File: config.mk
export PLATFORM = sky130hd
export DESIGN_NAME = sma_window_accumulator
export DESIGN_NICKNAME = d
export VERILOG_FILES = /design/src/rtl/sma_window_accumulator.sv
export SDC_FILE = /design/constraint.sdc
export NUM_CORES = 1
export LEC_CHECK = 0
export BUFFER_PORTS_ARGS = -buffer_cell sky130_fd_sc_hd__clkbuf_2
export CORE_ASPECT_RATIO = 1.2
export CORE_MARGIN = 1
export CORE_UTILIZATION = 56
export CTS_BUF_LIST = sky130_fd_sc_hd__clkbuf_2
export DETAILED_ROUTE_END_ITERATION = 8
export GPL_TIMING_DRIVEN = 0
export PLACE_DENSITY = 0.78
export SYNTH_ARGS = -nofsm -noshare
export SYNTH_HDL_FRONTEND = slang
export SYNTH_SLANG_ARGS = --single-unit
File: constraint.sdc
create_clock -name clk -period 3.7 [get_ports clk]
set_input_delay 0.185 -clock clk [delete_from_list [all_inputs] [get_ports clk]]
set_output_delay 0.185 -clock clk [all_outputs]
set_load 0.05 [all_outputs]
File: src/rtl/sma_window_accumulator.sv
// Sliding-window running sum: keeps the last 2^LOG2_WINDOW samples in a circular buffer and
// presents sum(newest..oldest) through a single valid/ready output register.
module sma_window_accumulator #(
  parameter int unsigned DATA_WIDTH       = 8,
  parameter int unsigned LOG2_WINDOW      = 2,
  parameter int unsigned SUM_WIDTH        = DATA_WIDTH + LOG2_WINDOW,
  parameter bit          EMIT_DURING_FILL = 1'b0
) (
  input  logic                   clk,
  input  logic                   rst_n,
  input  logic                   clear,
  input  logic                   in_valid,
  output logic                   in_ready,
  input  logic [DATA_WIDTH-1:0]  in_data,
  output logic                   sum_valid,
  input  logic                   sum_ready,
  output logic [SUM_WIDTH-1:0]   sum_out,
  output logic                   window_full,
  output logic [LOG2_WINDOW:0]   fill_count
);

  localparam int unsigned Window = 2 ** LOG2_WINDOW;
  localparam logic [LOG2_WINDOW:0] FillMax = (LOG2_WINDOW + 1)'(Window);

  typedef enum logic {StFill, StRun} state_e;

  state_e                   state_q, state_d;
  logic [DATA_WIDTH-1:0]    win_q [Window];
  logic [DATA_WIDTH-1:0]    win_d [Window];
  logic [LOG2_WINDOW-1:0]   wr_ptr_q, wr_ptr_d;
  logic [SUM_WIDTH-1:0]     sum_q, sum_d;
  logic [LOG2_WINDOW:0]     fill_q, fill_d;
  logic [SUM_WIDTH-1:0]     out_q, out_d;
  logic                     out_valid_q, out_valid_d;

  logic                     accept;
  logic                     emit;
  logic [SUM_WIDTH:0]       sum_ext;
  logic                     unused_carry;

  assign in_ready = !out_valid_q | sum_ready;
  assign accept   = in_valid & in_ready;

  // Unwritten entries are zero, so subtracting the old entry is also correct while filling.
  assign sum_ext = {1'b0, sum_q} + (SUM_WIDTH + 1)'(in_data)
                   - (SUM_WIDTH + 1)'(win_q[wr_ptr_q]);
  assign unused_carry = sum_ext[SUM_WIDTH];

  always_comb begin
    win_d       = win_q;
    wr_ptr_d    = wr_ptr_q;
    sum_d       = sum_q;
    fill_d      = fill_q;
    out_d       = out_q;
    out_valid_d = out_valid_q;
    state_d     = state_q;
    emit        = 1'b0;

    if (clear) begin
      for (int i = 0; i < int'(Window); i++) begin
        win_d[i] = '0;
      end
      wr_ptr_d    = '0;
      sum_d       = '0;
      fill_d      = '0;
      out_d       = '0;
      out_valid_d = 1'b0;
      state_d     = StFill;
    end else begin
      if (out_valid_q && sum_ready) begin
        out_valid_d = 1'b0;
      end
      if (accept) begin
        win_d[wr_ptr_q] = in_data;
        wr_ptr_d        = wr_ptr_q + LOG2_WINDOW'(1);
        sum_d           = sum_ext[SUM_WIDTH-1:0];
        if (fill_q != FillMax) begin
          fill_d = fill_q + (LOG2_WINDOW + 1)'(1);
        end
        case (state_q)
          StFill: begin
            if (fill_d == FillMax) begin
              emit    = 1'b1;
              state_d = StRun;
            end else begin
              emit = EMIT_DURING_FILL;
            end
          end
          StRun: emit = 1'b1;
        endcase
        // A new sum overwrites one being transferred this cycle, keeping valid high.
        if (emit) begin
          out_d       = sum_ext[SUM_WIDTH-1:0];
          out_valid_d = 1'b1;
        end
      end
    end
  end

  always_ff @(posedge clk or negedge rst_n) begin
    if (!rst_n) begin
      for (int i = 0; i < int'(Window); i++) begin
        win_q[i] <= '0;
      end
      wr_ptr_q    <= '0;
      sum_q       <= '0;
      fill_q      <= '0;
      out_q       <= '0;
      out_valid_q <= 1'b0;
      state_q     <= StFill;
    end else begin
      win_q       <= win_d;
      wr_ptr_q    <= wr_ptr_d;
      sum_q       <= sum_d;
      fill_q      <= fill_d;
      out_q       <= out_d;
      out_valid_q <= out_valid_d;
      state_q     <= state_d;
    end
  end

  assign sum_valid   = out_valid_q;
  assign sum_out     = out_q;
  assign window_full = (state_q == StRun);
  assign fill_count  = fill_q;

endmodule

# Yosys cells after proc, flatten, opt, wreduce, memory -nomap -nowiden
# Index checks and enable logic that the tools add are counted.
dict set report word_totals {
  reg_bits 59
  inputBits 13
  output_inout_bits 16
}
dict set report op_classes {
  n_lt_le_gt_ge 2
  n_eq_ne 2
  n_bitwise 4
  muxes 31
  addsub 4
  n_reduce_logical 6
}
# cell count
set op_table {}
lappend op_table {{$mux 32} 2}
lappend op_table {{$mux 10} 5}
lappend op_table {{$bwmux 32} 1}
lappend op_table {{$mux 8} 3}
lappend op_table {{$bmux 8 s2} 1}
lappend op_table {{$demux 8 s2} 1}
lappend op_table {{$mux 3} 5}
lappend op_table {{$add 10x8->10} 1}
lappend op_table {{$mux 1} 10}
lappend op_table {{$sub 10x8->10} 1}
lappend op_table {{$mux 2} 2}
lappend op_table {{$reduce_bool 2->1} 2}
lappend op_table {{$add 3x1->3 const B} 1}
lappend op_table {{$eq 3x3->1 const B} 1}
lappend op_table {{$ge 3x3->1 const B} 1}
lappend op_table {{$lt 3x1->1 const B} 1}
lappend op_table {{$ne 3x3->1 const B} 1}
lappend op_table {{$not 2->3} 1}
lappend op_table {{$add 2x1->2 const B} 1}
lappend op_table {{$logic_and 1x1->1} 2}
lappend op_table {{$pmux 1 s2} 1}
lappend op_table {{$reduce_and 2->1} 1}
lappend op_table {{$and 1x1->1} 1}
lappend op_table {{$logic_not 1->1} 1}
lappend op_table {{other kinds (2)} 2}

# Longest topological paths before layout
# Gate-level depths: netlist (run 1).
dict set report depth {
  depth_word 13
  depth_mapped 11
}

# Worst setup path before layout (run 1)
# Ideal clock, no wire load.
dict set report synth_timing {
  path_type {reg-to-reg}
  from {reg wr_ptr_q[0]}
  to {reg sum_q[9]}
  arrival_ns 3.560
  period_less_slack_ns 3.638
  slack_ns 0.062
  stages_incl_launch_ff 11
  path_cell_list {dfrtp_1 > clkbuf_1 > mux4_2 > fa_1 > inv_1 > ha_1 > a2111oi_0 > o21ai_1 > and4_4 > or4_1 > a21oi_1}
}
dict set report synth_between {
  elab_chain_len 7
}
# element line
set synth_rtl {}
lappend synth_rtl {{from (decl)} 30} ;# logic [LOG2_WINDOW-1:0] wr_ptr_q, wr_ptr_d;
lappend synth_rtl {{from (signal assigned)} 113} ;# wr_ptr_q <= wr_ptr_d;
lappend synth_rtl {{$not 2->3 (implied by the code)} 46} ;# - (SUM_WIDTH + 1)'(win_q[wr_ptr_q]);
lappend synth_rtl {{$bmux 8 s2} 46}
lappend synth_rtl {{$mux 8 (implied by the code) (2 in a row)} 46}
lappend synth_rtl {{$sub 10x8->10} 46}
lappend synth_rtl {{$mux 10} 73} ;# if (accept) begin
lappend synth_rtl {{$mux 10} 59} ;# if (clear) begin
lappend synth_rtl {{to (signal assigned)} 114} ;# sum_q <= sum_d;
lappend synth_rtl {{to (decl)} 31} ;# logic [SUM_WIDTH-1:0] sum_q, sum_d;
# No other way between the ends. The select of a mux whose other input is x is not followed.
# A chain may end at the register's enable or synchronous reset.

# Final worst setup path (run 1)
# Ends and elaborated chain as after synthesis.

==> results of run 1 <==
-- power groups by stage --
stage          sequential, mW  clock, mW  combinational [mW]
4_1_cts                 0.737      0.621               0.946
5_1_grt                 0.746      0.649                1.11
3_3_place_gp            0.746          0               0.889
6_report                0.740      0.619               0.986
3_5_place_dp            0.749          0               0.920
2_1_floorplan           0.753          0               0.710
-- what timing repair did --
action                                  4_1_cts  5_1_grt
gates resized for setup                       4        3
hold buffers                                 11        0
endpoints found under the setup margin       10        4
setup buffers                                 0        2
endpoints found under the hold margin        92        0
-- layer usage --
metal / GRT usage (%) / part of all wire, % / vias to the layer above
met5: 0 / 0 / -
met3: 5.06 / 4.1 / 15
met1: 35.2 / 43 / 1376
met4: 9.62 / 2.0 / 0
met2: 46.5 / 51 / 75
li1: - / - / 1371
-- cell families after synthesis --
kind of cell	Yosys count	share of synthesized area (%)
xor+xnor	8	2.03
flops	59	42.8
fa+ha+maj	24	10.5
compound gates	86	15.6
mux	12	6.39
simple gates	118	15.7
buf+inv	62	6.97
-- critical path, delay by kind of cell (launching register included) --
family	cells	cell delay, ns
simple gates	3	1.05
fa+ha+maj	2	0.83
mux	1	0.53
flops	1	0.44
compound gates	2	0.37
buf+inv	2	0.25
-- final cells by class --
| class | count | area share [%] |
|---|---|---|
| clock buffers | 9 | 1.12 |
| plain buffers | 20 | 2.28 |
| flip-flops and latches | 59 | 36.8 |
| inverters | 42 | 3.93 |
| multi-input cells | 248 | 43.2 |
| well taps | 80 | 2.49 |
| clock inverters | 7 | 3.49 |
| repair buffers | 41 | 6.67 |
-- worst paths after layout --
path | from | endpoint | slack [ns] | cells past startpoint
min in group asynchronous | rst_n | sum_out[5] | 0.29 | 2
max in group asynchronous | rst_n | win_q[10] | 2.88 | 2
worst min-delay path | clear | sum_out[8] | 0.05 | 4
worst max-delay path | wr_ptr_q[0] | sum_q[9] | 0.16 | 10
worst max register to register | wr_ptr_q[0] | sum_q[9] | 0.16 | 10
worst min register to register | win_q[18] | win_q[18] | 0.53 | 2
-- sequential cells by signal, indices dropped and copies added, names as in the netlist --
name / count
fill_count: 3
wr_ptr_q: 2
sum_valid: 1
sum_q: 10
sum_out: 10
window_full: 1
win_q: 32
-- synthesized netlist by cell type (2+ instances only) --
cell and instances:
o2111ai_1 2, xor2_1 2, o21ai_1 2, a311oi_1 2
a21oi_1 47, nand3_1 34, nand2b_1 3, buf_1 3
inv_1 41, nor2_1 12, o21a_1 3, nand4_1 2
a21o_1 3, nor2b_1 2, clkbuf_1 16, nand2_1 54
mux2i_1 4, o311ai_0 2, ha_1 16, o31ai_1 3
o21ai_0 6, or3_1 3, fa_1 8, xnor2_1 6
mux4_2 8, a31oi_1 3, dfrtp_1 59, a211oi_1 4
==> impl_metrics.csv, run 1 <==
group,metric,value,unit
layout,finish.instance_area,4010,sq um
sta,fin_ws,0.155,ns
route,final_antenna_net_count,0,
synth,ys_seq_elements,59,
floorplan,rows,30,
clock_network,cts_tree,"built",
power_and_ir_drop,comb_power_share,42.1,%
sta,tns,0,ns
place,dpl.hpwl,5.66,mm
global_routing,antenna_found_initial,0,
layout,fin_nets,458,
clock_network,cts_sinks,59,
synth,synth_warnings,0,
route,wire_per_inst,15.6,um
layout,drive_above_1_share,15.0,%
power_and_ir_drop,p_int,1.46,mW
flow_run,drv_cap,0,
sta,tightestPinTransition,0.801,ns
synth,postSynthAreaPerCell,9.34,sq um
floorplan,initial_core_util,59.6,%
synth,syn-cell-area,3450,sq um
synth,synthCells,369,
route,drt-pass1-iter-count,4,
floorplan,io_pins,29,
min_path,worst_hold_path_type,"input pin to flip-flop",
floorplan,die_w,73.6,um
critical_path,arrival,3.98,ns
critical_path,crit_type,"flip-flop to flip-flop",
synth,synth_edf_count,0,
place,post_dp_cell_area,3690,sq um
power_and_ir_drop,switching_share,38.0,%
critical_path,endpoint_kind,"flip-flop",
floorplan,die-area,6470,sq um
critical_path,cp.required,4.14,ns
clock_network,cts_max_level,3,
critical_path,crit_slowest_cell,"mux4_2",
clock_network,cts_buffer_depth,2,
sta,timing_hold_violations_final,0,
global_routing,grt_first_pass_wirelength,13.3,mm
sta,relSlewSlack,46.6,%
layout,seq_area,1480,sq um
global_routing,grt_pass1_vias,2843,
route,drt_first_iter_violations,156,
synth,synth_fp_nets,406,
power_and_ir_drop,clkPwrFrac,26.4,%
power_and_ir_drop,power,2.35,mW
layout,mostFrequentLayoutCells,"dfrtp_1, nand2_1, a21oi_1",
floorplan,core-area,5780,sq um
sta,fin_crit,3.54,ns
critical_path,cp_cell_sequence,"buf_6 > mux4_2 > fa_1 > inv_1 > ha_1 > or3_1 > a21o_1 > and4_4 > or4_1 > a21oi_1",
sta,setup_viol,0,
power_and_ir_drop,p_seq_share,31.5,%
critical_path,slowest_delay,0.53,ns
route,vias,2837,
synth,synth_top_area_share,42.8,%
route,routed_via_density,5.61,
synth,ys_top_cells_by_area,"dfrtp_1, a21oi_1, nand2_1, ha_1, mux4_2",
layout,fillers,466,
route,drcViolationCount,0,
critical_path,cp-start-kind,"flip-flop",
clock_network,clkTransAtPathRegs,0.18,ns
layout,multi_input_area,1740,sq um
power_and_ir_drop,peakVddDrop,0.267,mV
synth,async_flop_share,100,%
global_routing,grt_start_max_net_pins,60,
power_and_ir_drop,power_leakage,1.82,nW
layout,fin_cells,506,
critical_path,critical_path.max_fanout,10,
route,routed_wl,7.91,mm
layout,layout_commonest_cell,"dfrtp_1",
place,gp_congestion,0.818,
power_and_ir_drop,switchingPower,0.890,mW
synth,yosysUniqueCellTypes,47,
sta,min_period_over_period,95.8,%
place,port_buffers,28,
layout,area_growth,16.5,%
clock_network,root_buffer,"clkbuf_2",
synth,synth.yosys.seq_area_share,42.8,%
global_routing,grt_remaining_overflow,0,
place,dp_cells,477,
global_routing,track_usage,27.4,%
layout,fin_util,69.4,%
synth,yosys.area.top_type,"dfrtp_1",
sta,slew_violations,0,
place,dp_slack,-0.317,ns
layout,antennaDiodeCount,0,
floorplan,die_h,87.9,um
clock_network,clk_latency,0.52,ns
sta,finalClockSkew,0.0168,ns
sta,holdWs,0.0499,ns
synth,synth-main-ff-cell,"dfrtp_1",
clock_network,numCtsBuffers,9,
power_and_ir_drop,power.density,584,nW/um^2
outcome,outcome,"finished clean",
sta,fmaxAchievable,282,MHz
Power figures use the tool's default switching activity.
==> inputs of run 2 (changes only) <==
--- a/config.mk
+++ b/config.mk
@@ -5,6 +5,7 @@
 export SDC_FILE = /design/constraint.sdc
 export NUM_CORES = 1
 export LEC_CHECK = 0
+export ABC_AREA = 1
 export BUFFER_PORTS_ARGS = -buffer_cell sky130_fd_sc_hd__clkbuf_2
 export CORE_ASPECT_RATIO = 1.2
 export CORE_MARGIN = 1
@@ -12,7 +13,7 @@
 export CTS_BUF_LIST = sky130_fd_sc_hd__clkbuf_2
 export DETAILED_ROUTE_END_ITERATION = 8
 export GPL_TIMING_DRIVEN = 0
-export PLACE_DENSITY = 0.78
+export PLACE_DENSITY = 0.79
 export SYNTH_ARGS = -nofsm -noshare
 export SYNTH_HDL_FRONTEND = slang
 export SYNTH_SLANG_ARGS = --single-unit
==> impl_metrics.csv, run 2 <==
group,metric,value,unit
synth,ys_seq_elements,59,
layout,area_growth,10.4,%
global_routing,grt_pass1_vias,2706,
synth,yosys.area.top_type,"dfrtp_1",
floorplan,die_w,71.6,um
place,port_buffers,28,
synth,synth_top_area_share,45.3,%
synth,synth-main-ff-cell,"dfrtp_1",
route,routed_wl,7.46,mm
synth,postSynthAreaPerCell,8.31,sq um
synth,synthCells,392,
place,dp_slack,0.625,ns
synth,yosysMostFrequentCell,"nand2_1",
sta,holdWs,0.0276,ns
sta,timing_hold_violations_final,0,
route,wire_per_inst,14.8,um
clock_network,clk_latency,0.51,ns
sta,grt_setup_unrepaired,"no",
floorplan,rows,30,
synth,synth_edf_count,0,
layout,mostFrequentLayoutCells,"nand2_1, o21ai_0, dfrtp_1",
outcome,outcome,"finished clean",
layout,largest_register_ffs,32,
global_routing,grt_start_max_net_pins,60,
floorplan,die-area,6130,sq um
layout,fin_nets,472,
power_and_ir_drop,power.density,580,nW/um^2
synth,synth_common_cells,"nand2_1, o21ai_0, dfrtp_1",
critical_path,cp.required,4.08,ns
synth,async_flop_share,100,%
floorplan,initial_core_util,57.9,%
global_routing,track_usage,26.2,%
sta,setup_viol,0,
floorplan,io_pins,29,
layout,layout_commonest_cell,"nand2_1",
floorplan,die_h,85.6,um
route,final_antenna_net_count,0,
sta,fmaxAchievable,319,MHz
critical_path,arrival,3.52,ns
critical_path,ff2ff_setup_slack,0.56,ns
critical_path,critical_path.max_fanout,11,
route,drcViolationCount,0,
global_routing,antenna_found_initial,0,
clock_network,cts_sinks,59,
sta,finalClockSkew,0.0213,ns
route,routed_via_density,5.66,
route,drt_first_iter_violations,272,
floorplan,core-area,5630,sq um
sta,fin_ws,0.562,ns
place,gp_congestion,0.877,
layout,finish.instance_area,3600,sq um
clock_network,cts_tree,"built",
layout,largest-register,"win_q",
critical_path,endpoint_kind,"flip-flop",
sta,relSlewSlack,47.9,%
route,drt-pass1-iter-count,5,
min_path,worst_hold_path_type,"input pin to flip-flop",
synth,yosysUniqueCellTypes,27,
synth,synth_warnings,0,
critical_path,cp-start-kind,"flip-flop",
clock_network,root_buffer,"clkbuf_2",
power_and_ir_drop,peakVddDrop,0.291,mV
flow_run,drv_cap,0,
synth,syn-cell-area,3260,sq um
place,dpl.hpwl,5.38,mm
clock_network,clkTransAtPathRegs,0.15,ns
clock_network,numCtsBuffers,9,
route,vias,2853,
sta,tightestPinTransition,0.781,ns
layout,fillers,482,
clock_network,cts_max_level,3,
sta,slew_violations,0,
sta,min_period_over_period,84.8,%
synth,ys_top_cells_by_area,"dfrtp_1, o21ai_0, nand2_1, nand3_1, ha_1",
clock_network,cts_setup_buffers,0,
synth,synth_fp_nets,429,
layout,drive_above_1_share,13.0,%
power_and_ir_drop,power_leakage,1.86,nW
sta,fin_crit,3.14,ns
layout,antennaDiodeCount,0,
clock_network,cts_buffer_depth,2,
place,post_dp_cell_area,3480,sq um
synth,synth.yosys.seq_area_share,45.3,%
global_routing,grt_remaining_overflow,0,
sta,tns,0,ns
critical_path,crit_type,"flip-flop to flip-flop",
global_routing,grt_first_pass_wirelength,12.1,mm
==> run 2: changes by cell type in the layout (fill, tap and decap cells not counted), sizes merged, moves of 9 or more <==
cell and delta:
nand3 +19, o21ai +59, a21oi -41, nand2 +18, o22ai +9, inv +12
clkbuf -11, nor2 +13
==> run 2: metrics by stage <==
stage | power, mW | cells | util (%)
after floorplan | 1.54 | 392 | -
after global placement | 1.73 | 484 | 61.8
after detailed placement | 1.76 | 484 | 61.8
after CTS | 2.09 | 504 | 63.9
after global routing | 2.28 | 504 | 63.9
final | 2.09 | 504 | 63.9
==> run 2: cell families (layout without fill, tap and decap cells) <==
family | Yosys count | after routing | synth area share, %
AOI/OAI and AO/OA | 86 | 86 | 13.8
xor gates and xnor gates | 2 | 2 | 0.538
adders and majority gates | 24 | 24 | 11.1
buffers and inverters | 63 | 111 | 7.72
DFF | 59 | 59 | 45.3
and+or+nand+nor | 158 | 158 | 21.6
==> run 2: layout make-up <==
type | count | area, sq um | share of cell area (%)
buffer | 9 | 48.8 | 1.36
clock buffer | 12 | 60.1 | 1.67
clock inverter | 4 | 17.5 | 0.487
inverter | 54 | 203 | 5.63
multi-input combinational | 270 | 1530 | 42.5
sequential | 59 | 1480 | 41.0
tap | 64 | 80.1 | 2.22
timing repair buffer | 32 | 183 | 5.07
==> run 2: worst paths after layout <==
path                        startpoint  cells past startpoint    endpoint
max                        wr_ptr_q[1]                     10    sum_q[4]
min                         in_data[0]                      3    win_q[8]
max reg2reg                wr_ptr_q[1]                     10    sum_q[4]
min reg2reg                 sum_out[2]                      2  sum_out[2]
max in group asynchronous        rst_n                      2   win_q[12]
min in group asynchronous        rst_n                      2  sum_out[2]
==> run 2: where the power goes <==
part           switching [mW]  internal, mW
logic                   0.658         0.336
clock network           0.234        0.0906
registers              0.0444         0.724
total                   0.937          1.15
==> run 2: metal layers <==
metal	wire length, um	track usage, %	vias to the layer above
met3	427	4.00	23
met2	3690	43.9	113
met5	0	0	-
met4	221	15.3	0
met1	3120	32.1	1331
li1	-	-	1386
==> run 2: what timing repair did <==
item | 4_1_cts | 5_1_grt
gates resized for setup | 0 | 0
hold buffers | 4 | 0
hold endpoints to repair | 61 | 0
==> run 2: worst max-delay path: stages, from the launching register on <==
cell and delay, ns:
dfrtp_1 0.59, clkinv_1 0.37, o21ai_0 0.19, o22ai_1 0.13
fa_1 0.49, inv_1 0.07, fa_1 0.47, nand3_1 0.11
nand2_1 0.11, o21ai_0 0.35, o21ai_0 0.14
